### config.mk
export PLATFORM = sky130hd
export DESIGN_NAME = reg_dump_ctrl
export DESIGN_NICKNAME = d
export VERILOG_FILES = /design/src/rtl/reg_dump_ctrl_pkg.sv /design/src/rtl/reg_dump_ctrl_dump_wait_ctr.sv /design/src/rtl/reg_dump_ctrl.sv
export SDC_FILE = /design/constraint.sdc
export NUM_CORES = 1
export LEC_CHECK = 0
export ABC_AREA = 0
export BUFFER_PORTS_ARGS = -buffer_cell sky130_fd_sc_hd__buf_2
export CAP_MARGIN = 20
export CORE_MARGIN = 4
export CORE_UTILIZATION = 25
export CTS_BUF_LIST = sky130_fd_sc_hd__clkbuf_16
export DETAILED_ROUTE_END_ITERATION = 6
export PLACE_DENSITY = 0.45
export SLEW_MARGIN = 20
export SYNTH_ARGS = -nofsm -noshare
export SYNTH_HDL_FRONTEND = slang
export SYNTH_SLANG_ARGS = --single-unit
### constraint.sdc
create_clock -name clk_i -period 1.9 [get_ports clk_i]
set_input_delay 0.19 -clock clk_i [delete_from_list [all_inputs] [get_ports clk_i]]
set_output_delay 0.19 -clock clk_i [all_outputs]
set_load 0.005 [all_outputs]
### src/rtl/reg_dump_ctrl_pkg.sv
// Shared definitions for the register-dump sequencer: FSM state encoding,
// MIPS I-type field positions and the ADDI opcode used to probe registers.
package reg_dump_ctrl_pkg;

   typedef enum logic [2:0] {
      StIdle,
      StDrain,
      StIssue,
      StWait,
      StPresent,
      StDone
   } state_e;

   localparam int unsigned NUM_REGS = 32;

   localparam logic [5:0] OPC_ADDI = 6'b001000;

   // I-type instruction field positions
   localparam int unsigned OPC_MSB = 31;
   localparam int unsigned OPC_LSB = 26;
   localparam int unsigned RS_MSB  = 25;
   localparam int unsigned RS_LSB  = 21;
   localparam int unsigned RT_MSB  = 20;
   localparam int unsigned RT_LSB  = 16;
   localparam int unsigned IMM_MSB = 15;
   localparam int unsigned IMM_LSB = 0;

   // ADDI $0, rs, 0: reads rs onto port A and writes only to $0, so it is harmless
   function automatic logic [31:0] make_addi(input logic [4:0] rs);
      logic [31:0] inst;
      inst                  = '0;
      inst[OPC_MSB:OPC_LSB] = OPC_ADDI;
      inst[RS_MSB:RS_LSB]   = rs;
      inst[RT_MSB:RT_LSB]   = 5'd0;
      inst[IMM_MSB:IMM_LSB] = 16'h0000;
      return inst;
   endfunction

endpackage

### src/rtl/reg_dump_ctrl_dump_wait_ctr.sv
// Loadable down-counter with a zero flag. Shared by the drain phase and the
// pipeline-latency wait; it saturates at zero.
module dump_wait_ctr #(
   parameter int unsigned Width = 3
) (
   input  logic             clk_i,
   input  logic             reset_i,
   input  logic             load_i,
   input  logic [Width-1:0] load_val_i,
   input  logic             dec_i,
   output logic             zero_o
);

   logic [Width-1:0] count_q, count_d;

   // Load has priority over decrement
   always_comb begin
      count_d = count_q;
      if (load_i) begin
         count_d = load_val_i;
      end else if (dec_i && (count_q != '0)) begin
         count_d = count_q - Width'(1);
      end
   end

   // Count register with synchronous reset
   always_ff @(posedge clk_i) begin
      if (reset_i) begin
         count_q <= '0;
      end else begin
         count_q <= count_d;
      end
   end

   assign zero_o = (count_q == '0);

endmodule

### src/rtl/reg_dump_ctrl.sv
// Register-file dump sequencer. Takes over the pipeline instruction input,
// drains it with NOPs, then injects one ADDI per register so the value shows
// up on the port-A probe, and streams the captured values out.
// Optional build macro REG_DUMP_SKIP_R0_EN: start at $1 and never read $0.
module reg_dump_ctrl
   import reg_dump_ctrl_pkg::*;
#(
   parameter int unsigned PIPE_LAT     = 2,
   parameter int unsigned DRAIN_CYCLES = 5,
   parameter logic [31:0] NOP_INST     = 32'h0000_0000
) (
   input  logic        clk_i,
   input  logic        reset_i,
   input  logic        start_i,
   input  logic [31:0] bus_a_probe_i,
   input  logic        dump_ready_i,
   output logic        override_inst_o,
   output logic [31:0] force_inst_o,
   output logic        dump_valid_o,
   output logic [4:0]  dump_idx_o,
   output logic [31:0] dump_data_o,
   output logic        busy_o,
   output logic        done_o
);

`ifdef REG_DUMP_SKIP_R0_EN
   localparam logic [4:0] StartIdx = 5'd1;
`else
   localparam logic [4:0] StartIdx = 5'd0;
`endif

   localparam logic [4:0] LastIdx = 5'(NUM_REGS - 1);

   // Counter only ever holds load values, i.e. at most max(...) - 1
   localparam int unsigned CtrMax = (DRAIN_CYCLES > PIPE_LAT) ? DRAIN_CYCLES : PIPE_LAT;
   localparam int unsigned CtrW   = (CtrMax > 1) ? $clog2(CtrMax) : 1;
   localparam logic [CtrW-1:0] DrainLoad = CtrW'(DRAIN_CYCLES - 1);
   localparam logic [CtrW-1:0] WaitLoad  = CtrW'(PIPE_LAT - 1);

   state_e      state_q, state_d;
   logic [4:0]  idx_q, idx_d;

   logic        override_q, override_d;
   logic [31:0] force_q, force_d;
   logic        valid_q, valid_d;
   logic [4:0]  dump_idx_q, dump_idx_d;
   logic [31:0] dump_data_q, dump_data_d;
   logic        busy_q, busy_d;
   logic        done_q, done_d;

   logic            ctr_load;
   logic [CtrW-1:0] ctr_load_val;
   logic            ctr_dec;
   logic            ctr_zero;
   logic            capture;

   dump_wait_ctr #(
      .Width (CtrW)
   ) u_wait_ctr (
      .clk_i      (clk_i),
      .reset_i    (reset_i),
      .load_i     (ctr_load),
      .load_val_i (ctr_load_val),
      .dec_i      (ctr_dec),
      .zero_o     (ctr_zero)
   );

   // Next-state, register index and counter control
   always_comb begin
      state_d      = state_q;
      idx_d        = idx_q;
      ctr_load     = 1'b0;
      ctr_load_val = '0;
      ctr_dec      = 1'b0;
      capture      = 1'b0;
      unique case (state_q)
         StIdle: begin
            if (start_i) begin
               state_d      = StDrain;
               idx_d        = StartIdx;
               ctr_load     = 1'b1;
               ctr_load_val = DrainLoad;
            end
         end
         StDrain: begin
            if (ctr_zero) begin
               state_d = StIssue;
            end else begin
               ctr_dec = 1'b1;
            end
         end
         StIssue: begin
            state_d      = StWait;
            ctr_load     = 1'b1;
            ctr_load_val = WaitLoad;
         end
         StWait: begin
            if (ctr_zero) begin
               state_d = StPresent;
               capture = 1'b1;
            end else begin
               ctr_dec = 1'b1;
            end
         end
         StPresent: begin
            if (dump_ready_i) begin
               // Termination is checked before the increment, so idx never wraps
               if (idx_q == LastIdx) begin
                  state_d = StDone;
               end else begin
                  idx_d   = idx_q + 5'd1;
                  state_d = StIssue;
               end
            end
         end
         StDone: begin
            state_d = StIdle;
         end
         default: begin
            state_d = StIdle;
         end
      endcase
   end

   // Output next-values decoded from the state being entered, so every output is a flop
   always_comb begin
      override_d  = 1'b0;
      force_d     = NOP_INST;
      valid_d     = 1'b0;
      busy_d      = (state_d != StIdle);
      done_d      = (state_d == StDone);
      dump_idx_d  = dump_idx_q;
      dump_data_d = dump_data_q;
      unique case (state_d)
         StDrain: begin
            override_d = 1'b1;
         end
         StIssue, StWait: begin
            override_d = 1'b1;
            force_d    = make_addi(idx_d);
         end
         StPresent: begin
            override_d = 1'b1;
            valid_d    = 1'b1;
         end
         default: begin
            override_d = 1'b0;
         end
      endcase
      if (capture) begin
         dump_idx_d  = idx_q;
         dump_data_d = bus_a_probe_i;
      end
   end

   // State and output registers with synchronous reset
   always_ff @(posedge clk_i) begin
      if (reset_i) begin
         state_q     <= StIdle;
         idx_q       <= '0;
         override_q  <= 1'b0;
         force_q     <= '0;
         valid_q     <= 1'b0;
         dump_idx_q  <= '0;
         dump_data_q <= '0;
         busy_q      <= 1'b0;
         done_q      <= 1'b0;
      end else begin
         state_q     <= state_d;
         idx_q       <= idx_d;
         override_q  <= override_d;
         force_q     <= force_d;
         valid_q     <= valid_d;
         dump_idx_q  <= dump_idx_d;
         dump_data_q <= dump_data_d;
         busy_q      <= busy_d;
         done_q      <= done_d;
      end
   end

   assign override_inst_o = override_q;
   assign force_inst_o    = force_q;
   assign dump_valid_o    = valid_q;
   assign dump_idx_o      = dump_idx_q;
   assign dump_data_o     = dump_data_q;
   assign busy_o          = busy_q;
   assign done_o          = done_q;

endmodule

==> results.yml, run 1 <==
route:
  ant_nets: 0
  drc: 0
  viasPerCell: 4.19
  vias: 2156
  dr.pass1.iters: 4
  drt_iter0_drc: 74
  routed_wl_um: 6010
  routedWlPerCell_um: 11.7
setup_path:
  critPathKind: "reg -> reg"
  worst-path-max-fanout: 26
  cp-start-kind: "register"
  cp_slowest_cell: "dfxtp_1"
  critical_path_arrival_ps: 1850
  crit_family: "simple AND/OR/NAND/NOR gates"
  timing.rr.start: "u_wait_ctr.count_q[0]$_SDFFE_PP0P_"
  worstSetupEndpointType: "register"
  critPathLaunch: "u_wait_ctr.count_q[0]$_SDFFE_PP0P_"
  path_cells: "inv_1 > ha_1 > and2b_1 > nand3_2 > buf_12 > nand2_1 > a21oi_1"
  max_stage_delay_ps: 320
  crit_required_ps: 2100
  crit_buf_inv: 2
synthesis:
  synth_edf_count: 0
  ys_types: 42
  avgSynthCellArea_um2: 8.15
  ys_top_cells_by_count: "81 x nand2_1, 58 x dfxtp_1, 46 x a21oi_1, 27 x buf_4, 12 x nor2_1"
  synth_top_area_share_pct: 47.5
  yosys_warnings: 0
  synth_cells: 300
  synth_adder_area_share_pct: 1.54
  yosys-top-cells-area: "dfxtp_1 48%, nand2_1 12%, a21oi_1 9.4%, buf_4 8.3%, nor2_1 1.8%"
  ys_ff_latch: 58
  synth_top_family_by_area: "simple AND/OR/NAND/NOR gates"
  synth_most_common_cell: "nand2_1"
  yosys.area.top_type: "dfxtp_1"
  synth-compound-area-share_pct: 15.5
  async_reset_ff_share_pct: 0
  synth_area_um2: 2440
  seq_area_frac_synth_pct: 47.5
  synthMuxAreaShare_pct: 0.461
  synth_xor_xnor_area_share_pct: 0.358
  synth-simple-area-share_pct: 22.2
  synth_top_flop_cell: "dfxtp_1"
sta:
  period_needed_ps: 1660
  skew_ps: 9.48
  setup_tns_ps: 0
  min_period_over_period_pct: 87.3
  fmax_mhz: 603
  fin_ws_ps: 240
  hold_viol_final: 0
  final-max-slew-violation-count: 0
  grt_setup_unrepaired: "no"
  setup_viol: 0
floorplan:
  die_area_um2: 11400
  coreArea_um2: 9370
  die_x_um: 107
  rows: 35
  io_pins: 109
  die_h_um: 107
  initial_core_util_pct: 26.1
clocking:
  cts_tree: "yes"
  clk_pin_slew_ps: 50
  post_cts_buffers: 0
  cts_hold_buffers: 0
  cts_max_level: 3
  cts_resized: 0
  clock-sinks: 58
  clk_latency_ps: 320
  cts_buffer_depth: 2
  cts_buffers: 9
  ctsRootBufferMaster: "clkbuf_16"
layout:
  nNetsFinal: 421
  drive_gt1_share_pct: 29.0
  area.growth.synth_to_final_pct: 31.6
  n_fill_cell: 999
  num_antenna_cells: 0
placement:
  post-place-ws_ps: 245
  port_buffers: 82
  place.gp.congestion: 0.762
  dp_hpwl_um: 4380
run_status:
  status: "completed"
power:
  power_leakage_nw: 1.40
  powerDensity_nw_per_um2: 1070
  peakVddDrop_uv: 499
grt:
  grt_pass1_wl_um: 9180
  grt.total_usage_pct: 10.2
  grt_max_degree: 27
  grt_overflow: 0
  grt_pass1_vias: 1888
  antenna_found_initial: 0
min_path:
  min_from: "bus_a_probe_i[1]"
  hp-class: "in -> reg"
flow_run:
  drv_cap: 0
[area by class of cell]
| type | instances | area [µm²] | area share, % |
|---|---|---|---|
| Sequential cell | 58 | 1160 | 36.1 |
| Multi-Input combinational cell | 218 | 1070 | 33.4 |
| Timing Repair Buffer | 89 | 488 | 15.2 |
| Clock buffer | 9 | 225 | 7.00 |
| Tap cell | 129 | 161 | 5.02 |
| Clock inverter | 6 | 82.6 | 2.57 |
| Inverter | 6 | 22.5 | 0.700 |
[cells in the final DEF, fill, tap and decap left out, drive strengths merged, types with 3 or more instances in the layout]
cell,n
a21oi,46
ha,3
dfxtp,58
nand2,81
nand3,3
inv,6
nor2,12
nor2b,3
clkbuf,9
conb,26
clkinv,4
o21ai,4
and2,4
buf,89
nor3,7
[worst min-delay path, delay by kind of cell]
family	cells	cell delay, ps
buffers and inverters	1	90
AOI/OAI and AO/OA	1	50
and+or+nand+nor	1	40
[flip-flops by register name, summed over array words and instances, names as in the netlist]
signal              flops
force_inst_o            6
dump_valid_o            1
dump_idx_o              5
dump_data_o            32
done_o                  1
busy_o                  1
state_q                 3
override_inst_o         1
u_wait_ctr.count_q      3
idx_q                   5
[through the flow]
step / total power, mW / util [%] / area, µm² / hold WS (ps) / instances
detailed placement: 1.80 / 31.0 / 2910 / 438 / 500
global route: 3.61 / 34.3 / 3220 / 92.5 / 515
finish: 3.43 / 34.3 / 3220 / 104 / 515
CTS: 3.49 / 34.3 / 3220 / 90.2 / 515
floorplan: 1.69 / - / 2540 / 326 / 325
global placement: 1.80 / 31.0 / 2910 / 434 / 500
[final timing paths]
path	endpoint	slack, ps	cells past startpoint
max reg2reg	dump_data_o[2]$_SDFFE_PP0P_	240	7
min reg2reg	dump_data_o[22]$_SDFFE_PP0P_	450	2
min	dump_data_o[1]$_SDFFE_PP0P_	100	3
max	dump_data_o[2]$_SDFFE_PP0P_	240	7
[cells by family (layout without fill, tap and decap cells)]
group / count (synthesis) / count (layout)
mux: 1 / 1
xor+xnor: 1 / 1
other cells: 1 / 26
buf+inv: 49 / 110
compound gates: 64 / 64
flops: 58 / 58
simple gates: 123 / 123
fa+ha+maj: 3 / 3
[routing by layer]
metal	part of all wire (%)	vias to the layer above	GRT usage, %	wire [µm]
met5	0	-	0	0
met4	0.82	0	4.11	49
met3	8.5	4	4.27	513
met2	42	85	14.6	2510
met1	49	959	13.6	2940
li1	-	1108	-	-
[power by group]
part	total [mW]	switching [mW]	leakage (nW)	internal (mW)
clock	1.66	0.527	0.153	1.13
combinational	0.437	0.248	0.783	0.189
sequential	1.34	0.0543	0.469	1.28
Power figures use the tool's default switching activity.
==> run 2, diff against run 1 <==
--- a/config.mk
+++ b/config.mk
@@ -8,11 +8,13 @@
 export ABC_AREA = 0
 export BUFFER_PORTS_ARGS = -buffer_cell sky130_fd_sc_hd__buf_2
 export CAP_MARGIN = 20
+export CELL_PAD_IN_SITES_DETAIL_PLACEMENT = 0
+export CELL_PAD_IN_SITES_GLOBAL_PLACEMENT = 1
 export CORE_MARGIN = 4
 export CORE_UTILIZATION = 25
 export CTS_BUF_LIST = sky130_fd_sc_hd__clkbuf_16
 export DETAILED_ROUTE_END_ITERATION = 6
-export PLACE_DENSITY = 0.45
+export PLACE_DENSITY = 0.6
 export SLEW_MARGIN = 20
 export SYNTH_ARGS = -nofsm -noshare
 export SYNTH_HDL_FRONTEND = slang
==> run 2 against run 1 <==
Net effect:
- sequential share of layout area rose by 0.24 points
- clock skew fell by 2.1 ps
- sequential power barely moved
- global-route usage rose by 0.82 points
- via count rose by 1.8%
- clock power barely moved
==> results.yml, run 2 (synthesis results as in run 1) <==
layout:
  drive_gt1_share_pct: 28.7
  postLayoutCoreUtil_pct: 34.1
  finish.instance_area_um2: 3190
  largest_reg_flops: 32
  layout_commonest_cell: "buf_2"
  num_antenna_cells: 0
  area.growth.synth_to_final_pct: 30.7
  nNetsFinal: 421
  final_cell_mix: "82 x buf_2, 81 x nand2_1, 58 x dfxtp_1, 46 x a21oi_1, 26 x conb_1"
setup_path:
  worstSetupEndpointType: "register"
  cp_slowest_cell: "dfxtp_1"
  critPathKind: "reg -> reg"
  r2r_slack_ps: 290
  r2r_cells: 7
  path_cells: "inv_1 > ha_1 > and2b_1 > and3_1 > buf_4 > nand2_1 > a21oi_1"
  cp-start-kind: "register"
  timing.rr.start: "u_wait_ctr.count_q[0]$_SDFFE_PP0P_"
  critical_path_arrival_ps: 1850
  max_stage_delay_ps: 320
  worst-path-max-fanout: 21
  crit_buf_inv: 2
  r2r_end: "dump_data_o[26]$_SDFFE_PP0P_"
  crit_required_ps: 2150
  crit_family: "simple AND/OR/NAND/NOR gates"
placement:
  port_buffers: 82
  post_dp_cell_area_um2: 2880
  dp_hpwl_um: 4440
  place.gp.congestion: 0.766
  post-place-ws_ps: 288
floorplan:
  die_area_um2: 11400
  die_x_um: 107
  coreArea_um2: 9370
  io_pins: 109
  die_h_um: 107
  initial_core_util_pct: 26.1
  rows: 35
sta:
  setup_viol: 0
  fmax_mhz: 623
  grt_setup_unrepaired: "no"
  setup_tns_ps: 0
  hold_viol_final: 0
  final-max-slew-violation-count: 0
  period_needed_ps: 1610
  min_period_over_period_pct: 84.5
  fin_ws_ps: 294
  skew_ps: 7.37
flow_run:
  drv_cap: 0
grt:
  grt_pass1_vias: 2005
  antenna_found_initial: 0
  grt.total_usage_pct: 11.1
  grt_overflow: 0
  grt_max_degree: 27
  grt_pass1_wl_um: 10000
route:
  ant_nets: 0
  routedWlPerCell_um: 12.0
  drt_iter0_drc: 109
  vias: 2195
  drc: 0
  routed_wl_um: 6200
  viasPerCell: 4.25
  dr.pass1.iters: 4
power:
  powerDensity_nw_per_um2: 1080
  power_leakage_nw: 1.39
  peakVddDrop_uv: 321
  total_power_mw: 3.44
clocking:
  ctsRootBufferMaster: "clkbuf_16"
  cts_buffer_depth: 2
  post_cts_buffers: 0
  cts_tree: "yes"
  cts_resized: 0
  clk_pin_slew_ps: 50
  cts_max_level: 3
  cts_hold_buffers: 0
  clk_latency_ps: 310
  clock-sinks: 58
  cts_buffers: 9
min_path:
  hp-class: "in -> reg"
  min_from: "bus_a_probe_i[21]"
  min_delay_path_depth: 3
  holdPathEnd: "dump_data_o[21]$_SDFFE_PP0P_"
run_status:
  status: "completed"
## run 2: changes by cell type in the layout (fill, tap and decap cells not counted)
cell,before,now
buf_12,2,0
clkinvlp_4,0,2
inv_1,5,7
buf_4,5,7
clkinv_4,1,0
clkinv_2,2,0
## run 2: worst max-delay path by stage
stage | startpoint | end | slack [ps] | depth (start not counted)
after floorplan | u_wait_ctr.count_q[0]$_SDFFE_PP0P_ | dump_data_o[17]$_SDFFE_PP0P_ | 380 | 8
after global placement | u_wait_ctr.count_q[0]$_SDFFE_PP0P_ | dump_idx_o[0]$_SDFFE_PP0P_ | 300 | 7
after detailed placement | u_wait_ctr.count_q[0]$_SDFFE_PP0P_ | dump_data_o[0]$_SDFFE_PP0P_ | 290 | 7
after CTS | u_wait_ctr.count_q[0]$_SDFFE_PP0P_ | dump_data_o[0]$_SDFFE_PP0P_ | 280 | 7
after global routing | u_wait_ctr.count_q[0]$_SDFFE_PP0P_ | dump_idx_o[1]$_SDFFE_PP0P_ | 90 | 7
final | u_wait_ctr.count_q[0]$_SDFFE_PP0P_ | dump_data_o[26]$_SDFFE_PP0P_ | 290 | 7
## run 2: report_power, final
| group | switching, mW | internal [mW] |
|---|---|---|
| logic | 0.247 | 0.184 |
| registers | 0.0567 | 1.28 |
| clock network | 0.535 | 1.13 |
## run 2: worst reg2reg max path: cells and delay by family, from the launching register on
family / cells / cell delay, ps
flops: 1 / 320
buf+inv: 2 / 360
simple gates: 3 / 560
fa+ha+maj: 1 / 180
compound gates: 1 / 120
## run 2: stage by stage
stage / hold WS [ps] / cells
3_5_place_dp: 438 / 500
4_1_cts: 98.0 / 516
5_1_grt: 102 / 516
6_report: 108 / 516
3_3_place_gp: 432 / 500
2_1_floorplan: 326 / 325
## run 2: final cells by class
type | instances | area, µm²
Fill cell | 1043 | 6180
Sequential cell | 58 | 1160
Multi-Input combinational cell | 218 | 1070
Timing Repair Buffer | 89 | 463
Clock buffer | 9 | 225
Tap cell | 129 | 161
Clock inverter | 7 | 86.3
Inverter | 6 | 22.5
## run 2: routing by layer
metal | up-vias | GRT usage [%] | share of wire (%)
li1 | 1109 | - | -
met1 | 997 | 15.7 | 51
met2 | 87 | 15.3 | 40
met3 | 2 | 3.85 | 8.1
met4 | 0 | 4.11 | 0.71
met5 | - | 0 | 0
